[src/rtl/hs2way_sink_fifo.sv]
// hs2way_sink_fifo: slave endpoint of the hs2way push/wait_n handshake.
// Accepted words land in a circular FIFO and are presented show-ahead on
// the pop port. Back-pressure is registered, and a sticky flag records any
// pop attempted while the FIFO is empty.
module hs2way_sink_fifo #(
  parameter int g_data_size = 8,
  parameter int g_depth     = 8
) (
  input  logic                         p_clock,
  input  logic                         p_reset,
  input  logic                         p_push,
  output logic                         p_wait_n,
  input  logic [g_data_size-1:0]       p_data,
  input  logic                         p_pop,
  output logic                         p_valid,
  output logic [g_data_size-1:0]       p_rd_data,
  output logic [$clog2(g_depth):0]     p_level,
  output logic                         p_underflow
);

  localparam int PW = $clog2(g_depth);
  localparam int LW = PW + 1;
  localparam logic [LW-1:0] DEPTH_L = LW'(g_depth);

  logic [g_data_size-1:0] mem [g_depth];

  logic [PW-1:0] wr_ptr_q, wr_ptr_d;
  logic [PW-1:0] rd_ptr_q, rd_ptr_d;
  logic [LW-1:0] level_q, level_d;
  logic          wait_n_q, wait_n_d;
  logic          underflow_q, underflow_d;

  logic accept;
  logic pop_ok;
  logic not_empty;

  assign not_empty = (level_q != '0);
  // The registered wait_n already guarantees a free slot, so no level test here.
  assign accept    = p_push & wait_n_q;
  assign pop_ok    = p_pop & not_empty;

  // Next-state computation for pointers, occupancy, back-pressure and flag.
  always_comb begin
    // NOTE: every signal gets a default first so no path leaves it unassigned (no latch).
    wr_ptr_d    = wr_ptr_q;
    rd_ptr_d    = rd_ptr_q;
    level_d     = level_q;
    underflow_d = underflow_q;

    if (accept) wr_ptr_d = wr_ptr_q + 1'b1;
    if (pop_ok) rd_ptr_d = rd_ptr_q + 1'b1;

    unique case ({accept, pop_ok})
      2'b10:   level_d = level_q + 1'b1;
      2'b01:   level_d = level_q - 1'b1;
      default: level_d = level_q;
    endcase

    if (p_pop && !not_empty) underflow_d = 1'b1;

    wait_n_d = (level_d < DEPTH_L);
  end

  // Control state: synchronous reset discards everything, including this cycle's traffic.
  always_ff @(posedge p_clock) begin
    // NOTE: sequential state uses non-blocking assignments so all flops update together.
    if (p_reset) begin
      wr_ptr_q    <= '0;
      rd_ptr_q    <= '0;
      level_q     <= '0;
      wait_n_q    <= 1'b0;
      underflow_q <= 1'b0;
    end else begin
      wr_ptr_q    <= wr_ptr_d;
      rd_ptr_q    <= rd_ptr_d;
      level_q     <= level_d;
      wait_n_q    <= wait_n_d;
      underflow_q <= underflow_d;
    end
  end

  // Storage write; a word is stored only on an accepted push outside reset.
  always_ff @(posedge p_clock) begin
    // NOTE: storage is deliberately not reset; the level and pointers define what is valid.
    if (!p_reset && accept) mem[wr_ptr_q] <= p_data;
  end

  assign p_wait_n    = wait_n_q;
  assign p_valid     = not_empty;
  assign p_rd_data   = mem[rd_ptr_q];
  assign p_level     = level_q;
  assign p_underflow = underflow_q;

endmodule

[config.mk]
export PLATFORM = sky130hd
export DESIGN_NAME = hs2way_sink_fifo
export DESIGN_NICKNAME = d
export VERILOG_FILES = /design/src/rtl/hs2way_sink_fifo.sv
export SDC_FILE = /design/constraint.sdc
export NUM_CORES = 1
export LEC_CHECK = 0
export CORE_MARGIN = 2
export CORE_UTILIZATION = 50
export DETAILED_ROUTE_END_ITERATION = 16
export PLACE_DENSITY = 0.73
export SLEW_MARGIN = 20
export SYNTH_ARGS = -nofsm -noshare
export SYNTH_HDL_FRONTEND = slang
export SYNTH_SLANG_ARGS = --single-unit
[constraint.sdc]
create_clock -name p_clock -period 1.9 [get_ports p_clock]
set_input_delay 0.19 -clock p_clock [delete_from_list [all_inputs] [get_ports p_clock]]
set_output_delay 0.19 -clock p_clock [all_outputs]
set_load 0.01 [all_outputs]
Word level (Yosys, flattened, before mapping)
Memories as Yosys holds them, arrays and structs flattened. A register that Yosys moved wholly into a read port is not among the register bits.
Index checks and enable logic that the tools add are counted.
{ "word_totals": {"output_inout_bits": 15, "word_cells": 25, "memories": 1, "ramBits": 64, "inputBits": 12, "ff_bits": 12} }
{ "op_classes": {"magnitude_cmp": 1, "bitwise_logic": 2, "reduce_logical": 5, "eq_ne": 2, "muxes": 5, "add_sub_neg": 4} }
{ "mem_list": {"columns": ["name", "depth", "word_bits", "rd", "rd_clocked_by_memory_dff", "wr", "line", "source"], "rows": [
  ["mem", 8, 8, 1, 1, 1, "25", "logic [g_data_size-1:0] mem [g_depth];"]
]} }
{ "op_table": {"columns": ["op", "n"], "rows": [
  ["$pmux W4 S2", 1],
  ["$add A3 B1 Y3 const B", 2],
  ["$mux W3", 2],
  ["$add A4 B1 Y4 const B", 1],
  ["$lt A4 B4 Y1 const B", 1],
  ["$reduce_bool A4 Y1", 1],
  ["$sub A4 B1 Y4 const B", 1],
  ["$and A1 B1 Y1", 2],
  ["$eq A2 B1 Y1 const B", 1],
  ["$eq A2 B2 Y1 const B", 1],
  ["$logic_and A1 B1 Y1", 2],
  ["$logic_not A1 Y1", 2],
  ["$mux W1", 2]
]} }

Logic depth before layout (Yosys ltp)
{ "depth": {"word_depth": 5, "mapped_depth": 8, "depth_no_buf": 8} }

Least setup slack after synthesis
Ideal clock, no wire load.
{ "synth_path": {"kind": "reg-to-reg", "start": "reg with a tool-made name", "end": "reg with a tool-made name", "n_path_buf": 0, "setup_time_ps": 72, "t_arrival_ps": 1951, "t_required_ps": 1828, "period_less_slack_ps": 2023, "path_slack_ps": -123, "path_stages_with_launch": 7, "cell_sequence": "dfxtp_1 > o41ai_4 > a21oi_1 > ha_1 > a31o_2 > a211oi_2 > mux2i_1"} }

==> flow_summary.ini <==
[clock_tree]
cts_inserted_buffers = 9
cts_tree = done
cts_sinks = 79
root_buffer = clkbuf_8
cts_htree_levels = 3
clockBufferDepth = 2
clk_latency_ns = 0.34
path_clk_slew_ns = 0.08

[logic_synthesis]
syn_area_um2 = 3140
synth_seq_cells = 79
synth_cell_type_count = 29
synthCells = 175
synth_area_per_cell_um2 = 17.9
ys_seq_area_frac = 0.708
yosysWarnings = 0
synth_nets = 192

[worst_setup_path]
cp_max_fo = 8
path_cells = buf_16, mux4_2, mux2_4, buf_6
startpoint_type = flop
arrival_ns = 1.82
slowest_stage = mux4_2
slowest_delay_ns = 0.52
cp.buffers_inverters = 2
crit_required_ns = 1.71
cp.depth = 4
endpoint_kind = primary output
crit_type = reg -> out
worst-r2r-cell-count = 8
cp_top_family = multiplexers

[layout]
multiInputGateArea_um2 = 965
drive_gt1_frac = 0.415
syn_to_final_growth_pct = 31.3
final_cell_area_um2 = 4120
regArea_um2 = 2230
final_cells = 321
post-route-util = 0.688
antenna_cells = 0
fillCellCount = 383
nets = 258

[detailed_routing]
via_per_inst = 5.50
drc_errors = 0
routed_wl_mm = 6.08
routedWlPerCell_um = 18.9
drt_iter0_markers = 68
ant_nets = 0
firstDrtPassIters = 4
vias = 1767

[global_route]
grt_first_pass_wirelength_mm = 9.42
grt_max_degree = 17
track_usage = 0.186
grt_pass1_vias = 1908
grt_overflow = 0
grt_antenna_before_repair = 0

[sta]
setup_viol = 10
hold_viol_final = 0
setup_ws_ns = -0.113
skew_ns = 0.00723
tns_ns = -0.695
report.final.slew_viol_count = 0
rsz0062_at_grt = true
min_period_ns = 2.01
slew_headroom = 0.803
max_clock_freq_mhz = 497
min_period_over_period = 1.06
worst_pin_slew_ns = 0.295

[pwr]
vdd.ir_drop.worst_uv = 880
p_leak_nw = 1.48
powerDensity_nw_per_um2 = 1260
total_power_w = 0.00521

[floorplanning]
initial_core_util = 0.524
io_pins = 27
die_x_um = 83.3
core_area_um2 = 5990
die_y_um = 83.3
dieArea_um2 = 6930
fp-row-count = 28

[hold_path]
hold_start = p_underflow$_SDFFE_PP0P_
holdPathStages = 2
hold_path.class = reg -> reg

[place]
placed_cells = 301
dp_hpwl_mm = 4.09
port_buffers = 26
dpl-instance-area_um2 = 3740
place_congestion = 0.871

[status]
violations = setup timing
status = finished with violations

[flow_run]
maxCapViolCount = 0
## tightest hold or removal path, stage by stage (launching register included)
cell	delay (ns)
dfxtp_1	0.33
nor2_1	0.05
nor2_1	0.07
## cell usage after synthesis (all sizes together)
cell type	n	area (µm²)
or4	1	8.76
buf	5	27.5
a21oi	5	25.0
a31o	1	8.76
nor2	19	71.3
nand2	8	30.0
xor2	5	43.8
xnor2	2	17.5
dfxtp	15	300
edfxtp	64	1920
nand3	2	10.0
mux4	16	360
or2b	1	7.51
clkbuf	2	7.51
or2	1	6.26
inv	2	7.50
a311oi	1	15.0
a211oi	1	12.5
mux2i	4	40.0
o41ai	1	27.5
ha	5	62.6
nand2b	2	12.5
nor3	2	10.0
mux2	8	90.1
o211a	1	10.0
or3	1	6.26
## metal layers
layer  GRT usage  up-vias  wire length [µm]
li1            -      810                 -
met1       0.213      900              2470
met2       0.320       44              3190
met3      0.0596       13               281
met5           0        -                 0
met4      0.0790        0               134
## metrics by stage
step	hold slack [ns]	setup slack, ns
floorplan	0.289	-0.0492
global placement	0.462	-0.0924
detailed placement	0.467	-0.240
CTS	0.484	-0.132
global route	0.509	-0.161
finish	0.479	-0.113
## placed cells by master (no fill, tap or decap), types with 2 or more instances in the layout
cell,instances
clkbuf_8,9
a21oi_1,3
dfxtp_1,11
mux2i_1,4
ha_1,3
xnor2_1,2
mux4_2,16
mux2_4,8
ha_4,2
a21oi_2,2
clkinvlp_4,2
nor2_1,19
dfxtp_4,3
nand3_1,2
clkdlybuf4s50_1,17
nand2_1,8
edfxtp_1,64
nor3_2,2
xor2_1,5
buf_6,8
bufinv_16,3
buf_4,33
nand2b_1,2
buf_12,2
## sequential cells by signal, summed over array words and instances, names as in the netlist, named ones only
| signal | count |
|---|---|
| wr_ptr_q | 3 |
| p_underflow | 1 |
| mem | 64 |
| p_wait_n | 1 |
| rd_ptr_q | 3 |
| p_level | 3 |
## cells by family after synthesis
kind of cell	count (synthesis)	synth area share
DFF	79	0.708
and+or+nand+nor	37	0.0518
muxes	28	0.156
AOI/OAI and AO/OA	10	0.0315
buffers and inverters	9	0.0135
xor gates and xnor gates	7	0.0195
adders and majority gates	5	0.0199
## path summary, 6_finish.rpt
| path | slack, ns | end |
|---|---|---|
| worst max-delay path | -0.11 | p_rd_data[3] |
| worst min register to register | 0.48 | p_underflow$_SDFFE_PP0P_ |
| worst max register to register | -0.04 | p_wait_n$_SDFF_PP0_ |
| worst min-delay path | 0.48 | p_underflow$_SDFFE_PP0P_ |
## power by group
| part | switching [W] | total, W | internal [W] | leakage, nW |
|---|---|---|---|---|
| combinational | 0.000684 | 0.00167 | 0.000984 | 0.666 |
| sequential | 0.0000966 | 0.00208 | 0.00198 | 0.702 |
| clock | 0.000591 | 0.00147 | 0.000874 | 0.116 |
| total | 0.00137 | 0.00521 | 0.00384 | 1.48 |
## timing repair
item | 4_1_cts | 5_1_grt
cloned | 1 | 0
endpoints found under the setup margin | 11 | 18
buffers inserted | 0 | 3
pin swaps | 4 | 0
hold buffers | 0 | 0
resized for setup | 62 | 3
## cell type report
| class | count | area share |
|---|---|---|
| flip-flops and latches | 79 | 0.542 |
| repair buffers | 62 | 0.141 |
| multi-input cells | 87 | 0.234 |
| well taps | 75 | 0.0228 |
| clock buffers | 9 | 0.0300 |
| inverters | 2 | 0.00182 |
| clock inverters | 7 | 0.0288 |
Power figures use the tool's default switching activity.
